File: src/rtl/cache_pkg.sv
// Shared types for the direct-mapped cache controller: FSM states, cache-array
// operation encodings and the tag/index/offset split of a word address.
package cache_pkg;

    localparam int TAG_W    = 3;
    localparam int INDEX_W  = 5;
    localparam int OFFSET_W = 2;
    localparam int WORDS    = 1 << OFFSET_W;

    typedef enum logic [2:0] {
        ST_IDLE,
        ST_COMPARE,
        ST_RD_WAIT,
        ST_MEM_READ,
        ST_FILL,
        ST_MEM_WRITE,
        ST_DONE
    } state_t;

    // Driven on {c_update, c_refill}
    typedef enum logic [1:0] {
        OP_IDLE       = 2'b00,
        OP_WRITE_WORD = 2'b01,
        OP_FILL_BLOCK = 2'b10,
        OP_READ_WORD  = 2'b11
    } cache_op_t;

endpackage

File: src/rtl/cache_controller.sv
// Write-through, no-write-allocate controller; read hit 4 cycles, miss 6 + memory cycles.
// The CPU is blocked until the cpu_ready pulse; memory requests are held until mem_ready.
module cache_controller
    import cache_pkg::*;
#(
    parameter int WIDTH      = 32,
    parameter int ADDR_WIDTH = 10
) (
    input  logic                   clk,
    input  logic                   reset,
    input  logic                   cpu_req,
    input  logic                   cpu_we,
    input  logic [ADDR_WIDTH-1:0]  cpu_addr,
    input  logic [WIDTH-1:0]       cpu_wdata,
    output logic [WIDTH-1:0]       cpu_rdata,
    output logic                   cpu_ready,
    output logic [INDEX_W-1:0]     c_index,
    output logic [TAG_W-1:0]       c_tag,
    output logic [OFFSET_W-1:0]    c_offset,
    output logic                   c_update,
    output logic                   c_refill,
    output logic [WIDTH-1:0]       c_wdata,
    output logic [WORDS*WIDTH-1:0] c_wblock,
    input  logic                   c_hit,
    input  logic [WIDTH-1:0]       c_rdata,
    output logic                   mem_rd,
    output logic                   mem_wr,
    output logic [ADDR_WIDTH-1:0]  mem_addr,
    output logic [WIDTH-1:0]       mem_wdata,
    input  logic [WORDS*WIDTH-1:0] mem_rdata,
    input  logic                   mem_ready
);

    state_t                 state_q, state_d;
    cache_op_t              op_q, op_d;
    logic                   we_q, we_d;
    logic [TAG_W-1:0]       tag_q, tag_d;
    logic [INDEX_W-1:0]     index_q, index_d;
    logic [OFFSET_W-1:0]    offset_q, offset_d;
    logic [WIDTH-1:0]       wdata_q, wdata_d;
    logic [WORDS*WIDTH-1:0] wblock_q, wblock_d;
    logic [WIDTH-1:0]       rdata_q, rdata_d;
    logic                   ready_q, ready_d;
    logic                   mem_rd_q, mem_rd_d;
    logic                   mem_wr_q, mem_wr_d;

    always_comb begin
        state_d  = state_q;
        op_d     = OP_IDLE;
        we_d     = we_q;
        tag_d    = tag_q;
        index_d  = index_q;
        offset_d = offset_q;
        wdata_d  = wdata_q;
        wblock_d = wblock_q;
        rdata_d  = rdata_q;
        ready_d  = 1'b0;
        mem_rd_d = mem_rd_q;
        mem_wr_d = mem_wr_q;

        case (state_q)
            ST_IDLE: begin
                if (cpu_req) begin
                    we_d     = cpu_we;
                    tag_d    = cpu_addr[ADDR_WIDTH-1 -: TAG_W];
                    index_d  = cpu_addr[OFFSET_W +: INDEX_W];
                    offset_d = cpu_addr[OFFSET_W-1:0];
                    wdata_d  = cpu_wdata;
                    state_d  = ST_COMPARE;
                end
            end
            ST_COMPARE: begin
                if (!we_q) begin
                    if (c_hit) begin
                        op_d    = OP_READ_WORD;
                        state_d = ST_RD_WAIT;
                    end else begin
                        mem_rd_d = 1'b1;
                        state_d  = ST_MEM_READ;
                    end
                end else begin
                    // Write-through: memory is always written; the cache only on a hit.
                    if (c_hit) begin
                        op_d = OP_WRITE_WORD;
                    end
                    mem_wr_d = 1'b1;
                    state_d  = ST_MEM_WRITE;
                end
            end
            ST_RD_WAIT: begin
                state_d = ST_DONE;
            end
            ST_MEM_READ: begin
                if (mem_ready) begin
                    wblock_d = mem_rdata;
                    mem_rd_d = 1'b0;
                    op_d     = OP_FILL_BLOCK;
                    state_d  = ST_FILL;
                end
            end
            ST_FILL: begin
                state_d = ST_COMPARE;
            end
            ST_MEM_WRITE: begin
                if (mem_ready) begin
                    mem_wr_d = 1'b0;
                    state_d  = ST_DONE;
                end
            end
            ST_DONE: begin
                // The array's registered read word is stable here after RD_WAIT.
                if (!we_q) begin
                    rdata_d = c_rdata;
                end
                ready_d = 1'b1;
                state_d = ST_IDLE;
            end
            default: begin
                state_d = ST_IDLE;
            end
        endcase
    end

    always_ff @(posedge clk) begin
        if (!reset) begin
            state_q  <= ST_IDLE;
            op_q     <= OP_IDLE;
            we_q     <= 1'b0;
            tag_q    <= '0;
            index_q  <= '0;
            offset_q <= '0;
            wdata_q  <= '0;
            wblock_q <= '0;
            rdata_q  <= '0;
            ready_q  <= 1'b0;
            mem_rd_q <= 1'b0;
            mem_wr_q <= 1'b0;
        end else begin
            state_q  <= state_d;
            op_q     <= op_d;
            we_q     <= we_d;
            tag_q    <= tag_d;
            index_q  <= index_d;
            offset_q <= offset_d;
            wdata_q  <= wdata_d;
            wblock_q <= wblock_d;
            rdata_q  <= rdata_d;
            ready_q  <= ready_d;
            mem_rd_q <= mem_rd_d;
            mem_wr_q <= mem_wr_d;
        end
    end

    assign {c_update, c_refill} = op_q;
    assign cpu_rdata = rdata_q;
    assign cpu_ready = ready_q;
    assign c_tag     = tag_q;
    assign c_index   = index_q;
    assign c_offset  = offset_q;
    assign c_wdata   = wdata_q;
    assign c_wblock  = wblock_q;
    assign mem_rd    = mem_rd_q;
    assign mem_wr    = mem_wr_q;
    assign mem_wdata = wdata_q;
    // Block reads are aligned; word writes carry the full address.
    assign mem_addr  = {tag_q, index_q, (mem_rd_q ? {OFFSET_W{1'b0}} : offset_q)};

endmodule
File: config.mk
export PLATFORM = sky130hd
export DESIGN_NAME = cache_controller
export DESIGN_NICKNAME = d
export VERILOG_FILES = /design/src/rtl/cache_pkg.sv /design/src/rtl/cache_controller.sv
export SDC_FILE = /design/constraint.sdc
export NUM_CORES = 1
export LEC_CHECK = 0
export ABC_AREA = 1
export CAP_MARGIN = 5
export CELL_PAD_IN_SITES_DETAIL_PLACEMENT = 1
export CELL_PAD_IN_SITES_GLOBAL_PLACEMENT = 2
export CORE_AREA = 2 2 243 173
export CTS_BUF_LIST = sky130_fd_sc_hd__clkbuf_16
export DETAILED_ROUTE_END_ITERATION = 7
export DIE_AREA = 0 0 245 175
export GPL_ROUTABILITY_DRIVEN = 0
export PLACE_DENSITY_LB_ADDON = 0.1
export REMOVE_ABC_BUFFERS = 1
export SLEW_MARGIN = 20
export SYNTH_ARGS = -nofsm -noshare
export SYNTH_HDL_FRONTEND = slang
export SYNTH_SLANG_ARGS = --single-unit
File: constraint.sdc
create_clock -name clk -period 1.4 [get_ports clk]
set_input_delay 0.28 -clock clk [delete_from_list [all_inputs] [get_ports clk]]
set_output_delay 0.28 -clock clk [all_outputs]
set_load 0.03 [all_outputs]
==> results of run 1 <==
==> layout make-up <==
cell class / count / area share (%)
well taps: 544 / 4.743
clock inverters: 21 / 0.9417
repair buffers: 515 / 38.36
flip-flops and latches: 211 / 29.77
clock buffers: 27 / 4.708
multi-input cells: 614 / 20.10
inverters: 51 / 1.386
==> logic make-up after synthesis <==
family | synth area share [%]
compound gates | 15.84
flops | 52.73
buf+inv | 11.98
simple gates | 19.46
==> worst reg2reg max path: cells and delay by family, from the launching register on <==
kind	cells	cell delay, ns
AO/OA/AOI/OAI	1	0.05
AND/OR/NAND/NOR	4	0.45
flip-flops	1	0.37
buffers and inverters	2	0.34
==> what timing repair did <==
action,CTS,global route
endpoints found under the setup margin,195,237
gates resized for setup,981,118
pin swaps,1,5
cloned,1,9
setup buffers,0,5
==> power by group <==
| group | internal, mW | switching, mW | total (mW) |
|---|---|---|---|
| Combinational | 3.62 | 4.87 | 8.49 |
| Sequential | 6.86 | 0.673 | 7.53 |
| Clock | 3.82 | 2.73 | 6.55 |
| Total | 14.3 | 8.27 | 22.6 |
==> layer usage <==
layer,vias to the layer above,global-route usage [%]
met2,187,27.08
met5,-,0
li1,4113,-
met3,33,4.270
met4,4,3.125
met1,3957,19.86
==> sequential cells by signal, indices dropped and copies added (netlist names) <==
| name | cells |
|---|---|
| c_index | 5 |
| c_offset | 2 |
| c_tag | 3 |
| c_wblock | 128 |
| c_wdata | 32 |
| cpu_rdata | 32 |
| cpu_ready | 1 |
| mem_rd | 1 |
| mem_wr | 1 |
| op_q | 2 |
| state_q | 3 |
| we_q | 1 |
==> cells in the mapped netlist <==
| cell type | count |
|---|---|
| a21oi_1 | 175 |
| inv_1 | 48 |
| nor2_1 | 74 |
| nor3_4 | 1 |
| buf_6 | 14 |
| buf_2 | 14 |
| dfxtp_1 | 211 |
| nand4_1 | 3 |
| nor2_4 | 1 |
| o21bai_1 | 1 |
| clkbuf_1 | 38 |
| buf_4 | 53 |
| o21ai_0 | 77 |
| inv_2 | 3 |
| nand3_1 | 132 |
| nand3b_1 | 2 |
| nand2_1 | 145 |
| nor3_1 | 3 |
==> worst paths after layout <==
path	startpoint	end	slack [ns]	depth (start not counted)
worst min-delay path	mem_ready	c_wblock[8]	0.18	3
worst max-delay path	c_offset[0]	mem_addr[0]	-0.02	3
worst min register to register	c_wblock[83]	c_wblock[83]	0.46	2
worst max register to register	state_q[1]	c_wblock[25]	0.05	7
==> metrics.yaml, run 1 <==
drcViolationCount: 0
maxUsedRoutingLayer: "met5"
antenna_found_initial: 2
grt_pass1_vias: 8328
ctsHoldBuffers: 0
violations: "setup timing"
firstDrtPassIters: 4
hold_viol: 0
synth_area_leaders: "dfxtp_1, a21oi_1, nand3_1, nand2_1, buf_4"
ys_seq_area_share_pct: 52.73
regArea_um2: 4272
crit_type: "flip-flop to output pin"
hold_ws_ns: 0.1782
min_path_type: "input port to flip-flop"
fin_util_pct: 35.37
synth_area_leader_cell: "dfxtp_1"
setup_violations: 2
die_w_um: 245
cts.sinks: 211
ir_drop_uv: 803.9
end_kind: "output pin"
setup_slack_ns: -0.01897
dr_wl_met3_mm: 2.014
wl_met2_mm: 18.00
routed_wl_mm: 36.69
final_common_cell: "clkdlybuf4s50_1"
fp.coreArea_um2: 40570
status: "finished with violations"
max-slew-margin-rel_pct: 78.61
drt-met1-wl_mm: 16.12
start_util_pct: 19.75
fin_crit_ns: 1.419
ios: 457
postRouteAntennaNets: 0
crit_slowest_cell: "dfxtp_2"
cts_tree: "built"
worstPathArrival_ns: 1.14
powerDensity_nw_per_um2: 1572
slowest_delay_ns: 0.33
syn_area_um2: 8011
grt_usage_pct: 15.79
cp_top_family: "flip-flops"
die_h_um: 175
place_ws_ns: -0.1305
drive_gt1_share_pct: 27.38
ys_ff_latch: 211
dp.cells: 1921
grt_max_degree: 66
avgSynthCellArea_um2: 8.052
synth_cell_types: 18
clk_path_buf_depth: 3
design_area_um2: 14350
final_cells: 1983
cp-start-kind: "flip-flop"
p_leak_nw: 5.734
num-fill-cells: 4656
path_clk_slew_ns: 0.06
clk_latency_ns: 0.53
dieArea_um2: 42880
tns_ns: -0.03729
finClkSkew_ns: 0.005770
finalPower_mw: 22.56
diodes: 0
area_growth_pct: 79.12
layout_common_cells: "clkdlybuf4s50_1, dfxtp_1, a21oi_1"
yosys_warnings: 0
slew_violations: 0
h-tree-depth: 1
synth_top_area_share_pct: 52.73
rsz0062_at_grt: "yes"
period_share_pct: 101.4
worstMarginPinSlew_ns: 0.3196
crit_buf_inv: 2
dp_hpwl_mm: 25.49
drt_iter0_drc: 305
rows: 62
numCtsBuffers: 26
syn_inst: 995
multiInputGateArea_um2: 2884
drv_cap: 0
vias: 8294
fmax_mhz: 704.7
critPathRequiredTime_ns: 1.12
viasPerCell: 4.183
final_net_count: 1627
grt_pass1_wl_mm: 52.74
clockRootBuffer: "clkbuf_16"
wl_per_cell_um: 18.50
place_area_um2: 13730
worstPathCellList: "inv_2, nor2_4, buf_6"
io_buffers: 456
overflow: 0
crit_fanout: 2
(Power assumes the default switching activity.)
==> run 2: changes to the inputs <==
--- a/config.mk
+++ b/config.mk
@@ -5,14 +5,13 @@
 export SDC_FILE = /design/constraint.sdc
 export NUM_CORES = 1
 export LEC_CHECK = 0
-export ABC_AREA = 1
 export CAP_MARGIN = 5
 export CELL_PAD_IN_SITES_DETAIL_PLACEMENT = 1
 export CELL_PAD_IN_SITES_GLOBAL_PLACEMENT = 2
-export CORE_AREA = 2 2 243 173
+export CORE_AREA = 2 2 240 171
 export CTS_BUF_LIST = sky130_fd_sc_hd__clkbuf_16
 export DETAILED_ROUTE_END_ITERATION = 7
-export DIE_AREA = 0 0 245 175
+export DIE_AREA = 0 0 242 173
 export GPL_ROUTABILITY_DRIVEN = 0
 export PLACE_DENSITY_LB_ADDON = 0.1
 export REMOVE_ABC_BUFFERS = 1
==> run 2 against run 1 <==
Compared with the run above: the run still ends with setup timing left; flip-flop and latch count is the same; clock skew grew 0.0012 ns; final area is 8.1% higher; utilization up 4.0 points; largest power group is now registers; sequential power down 11%; highest routed layer unchanged; sequential share of layout area decreased by 2.1 points; critical path type unchanged; non-clock buffer count up 33; register-to-register slack worse by 0.08 ns; final cell count increased by 0.50%; setup slack worse by 0.068 ns; critical path depth unchanged.
==> metrics.yaml, run 2 <==
hold_end: "c_wblock[69]"
wl_per_cell_um: 18.46
hold_viol: 0
drt_iter0_drc: 252
dp.cells: 1911
avgSynthCellArea_um2: 8.401
pwr-share-comb_pct: 27.9
end_kind: "output pin"
dieArea_um2: 41870
pwr-share-seq_pct: 37.1
synth_cell_types: 34
rrSetupSlack_ns: -0.03
synth_commonest_cells: "nand2_1, dfxtp_1, a21boi_1"
synth_top_area_share_pct: 51.25
setup_slack_ns: -0.08727
ctsHoldBuffers: 0
grt_pass1_wl_mm: 51.72
final_common_cell: "nand2_1"
fp.coreArea_um2: 39380
routed_wl_mm: 36.78
crit_slowest_cell: "dfxtp_2"
path_clk_slew_ns: 0.06
die_w_um: 242
violations: "setup timing"
dp_hpwl_mm: 25.27
synthArstFlopShare_pct: 0
ys_ff_latch: 211
start_util_pct: 20.93
slew_violations: 0
drv_cap: 0
synth-edff-count: 0
num-fill-cells: 4493
fmax_mhz: 672.4
antenna_found_initial: 3
powerDensity_nw_per_um2: 1170
syn_area_um2: 8242
worstMarginPinSlew_ns: 0.3606
layout_common_cells: "nand2_1, clkdlybuf4s50_1, dfxtp_1"
postRouteAntennaNets: 0
area_growth_pct: 88.22
largest_reg_flops: 128
ios: 457
p_clk_share_pct: 35.0
p_leak_nw: 6.137
place_area_um2: 14020
hold-path-cell-count: 2
status: "finished with violations"
yosysMostFrequentCell: "nand2_1"
min_path_type: "input port to flip-flop"
swShare_pct: 30.65
crit_fanout: 2
slowest_delay_ns: 0.33
grt_usage_pct: 15.75
finClkSkew_ns: 0.006985
viasPerCell: 4.202
synth_area_leaders: "dfxtp_1, nand2_1, a21boi_1, nand3_1, o21ai_0"
intPower_mw: 12.59
rows: 61
drive_gt1_share_pct: 34.66
period_share_pct: 106.2
clockRootBuffer: "clkbuf_16"
firstDrtPassIters: 4
synth_area_leader_cell: "dfxtp_1"
overflow: 0
die_h_um: 173
path_common_cell: "buf_6"
cp-start-kind: "flip-flop"
final_net_count: 1646
clk_path_buf_depth: 3
design_area_um2: 15510
max-slew-margin-rel_pct: 75.96
p_switching_mw: 5.564
numCtsBuffers: 27
worstPathArrival_ns: 1.21
cts.sinks: 211
ff2ff_path_depth: 7
clk_latency_ns: 0.54
grt_pass1_vias: 8326
cts_tree: "built"
crit_buf_inv: 2
fin_crit_ns: 1.487
io_buffers: 456
synth_ff_type: "dfxtp_1"
finalPower_mw: 18.16
ir_drop_uv: 774.7
yosys_warnings: 0
grt_max_degree: 66
ys_seq_area_share_pct: 51.25
worstHoldStart: "reset"
crit_type: "flip-flop to output pin"
worstPathCellList: "buf_6, nor2b_4, buf_6"
setup_violations: 21
reg2reg_to: "c_wdata[8]"
h-tree-depth: 1
critPathRequiredTime_ns: 1.12
syn_inst: 981
r2r_start: "state_q[0]"
rsz0062_at_grt: "yes"
cp_top_family: "flip-flops"
final_cells: 1993
drcViolationCount: 0
vias: 8374
==> run 2: cell count changes after synthesis, moves of 9 or more <==
cell,delta
nor2_1,-70
nand3_1,-57
a21boi_1,+118
buf_2,+9
a21oi_1,-172
inv_1,-46
a21boi_0,+11
nand2_1,+186
==> run 2: kinds of logic after synthesis <==
group | count (synthesis) | share of synthesized area [%]
buffers and inverters | 122 | 9.519
and+or+nand+nor | 431 | 21.89
AOI/OAI and AO/OA | 217 | 17.34
DFF | 211 | 51.25
==> run 2: area by class of cell <==
class	count	area [um^2]	share of cell area [%]
Inverter	2	7.507	0.04839
Antenna cell	1	2.502	0.01613
Multi-Input combinational cell	648	3656	23.57
Clock buffer	27	675.6	4.356
Sequential cell	211	4292	27.67
Timing Repair Buffer	548	6097	39.30
Tap cell	535	669.4	4.315
Clock inverter	21	112.6	0.7259
==> run 2: per-stage QoR <==
stage / TNS, ns / utilization, % / setup WS [ns] / hold WS [ns]
final: -0.3373 / 39.39 / -0.08727 / 0.1831
after global routing: -6.829 / 39.39 / -0.1369 / 0.1855
after CTS: -0.3320 / 36.43 / -0.1528 / 0.1780
after detailed placement: -51.03 / 35.61 / -0.3762 / 0.4462
after global placement: -47.40 / 35.61 / -0.3325 / 0.4406
after floorplan: -423.41 / - / -2.584 / 0.3975
==> run 2: worst max path at each step <==
stage                                to  cells past startpoint  slack [ns]   startpoint
final                       mem_addr[0]                      3       -0.09  c_offset[0]
after detailed placement   c_wblock[81]                      5       -0.38    mem_ready
after global placement     c_wblock[96]                      5       -0.33    mem_ready
after floorplan           c_wblock[100]                      3       -2.58   state_q[0]
after global routing        mem_addr[0]                      3       -0.14  c_offset[0]
after CTS                   mem_addr[0]                      3       -0.15  c_offset[0]
==> run 2: routing by layer <==
| layer | track usage, % | share of wire, % |
|---|---|---|
| met1 | 19.10 | 44 |
| met2 | 27.32 | 49 |
| met3 | 5.137 | 6.1 |
| met4 | 3.061 | 1.5 |
| met5 | 0 | 0.063 |
==> run 2: what timing repair did <==
| item | 4_1_cts | 5_1_grt |
|---|---|---|
| resized for setup | 977 | 272 |
| endpoints found under the hold margin | 0 | 0 |
| endpoints found under the setup margin | 314 | 168 |
| pin swaps | 2 | 59 |
| cloned | 2 | 22 |
| buffers inserted | 7 | 7 |
==> run 2: power by group through the flow <==
stage	Clock [mW]	Sequential (mW)	Combinational (mW)
2_1_floorplan	0	7.70	0.723
5_1_grt	6.88	6.77	5.37
4_1_cts	6.61	6.71	4.27
6_report	6.36	6.73	5.07
3_5_place_dp	0	6.79	4.35
3_3_place_gp	0	6.78	4.32
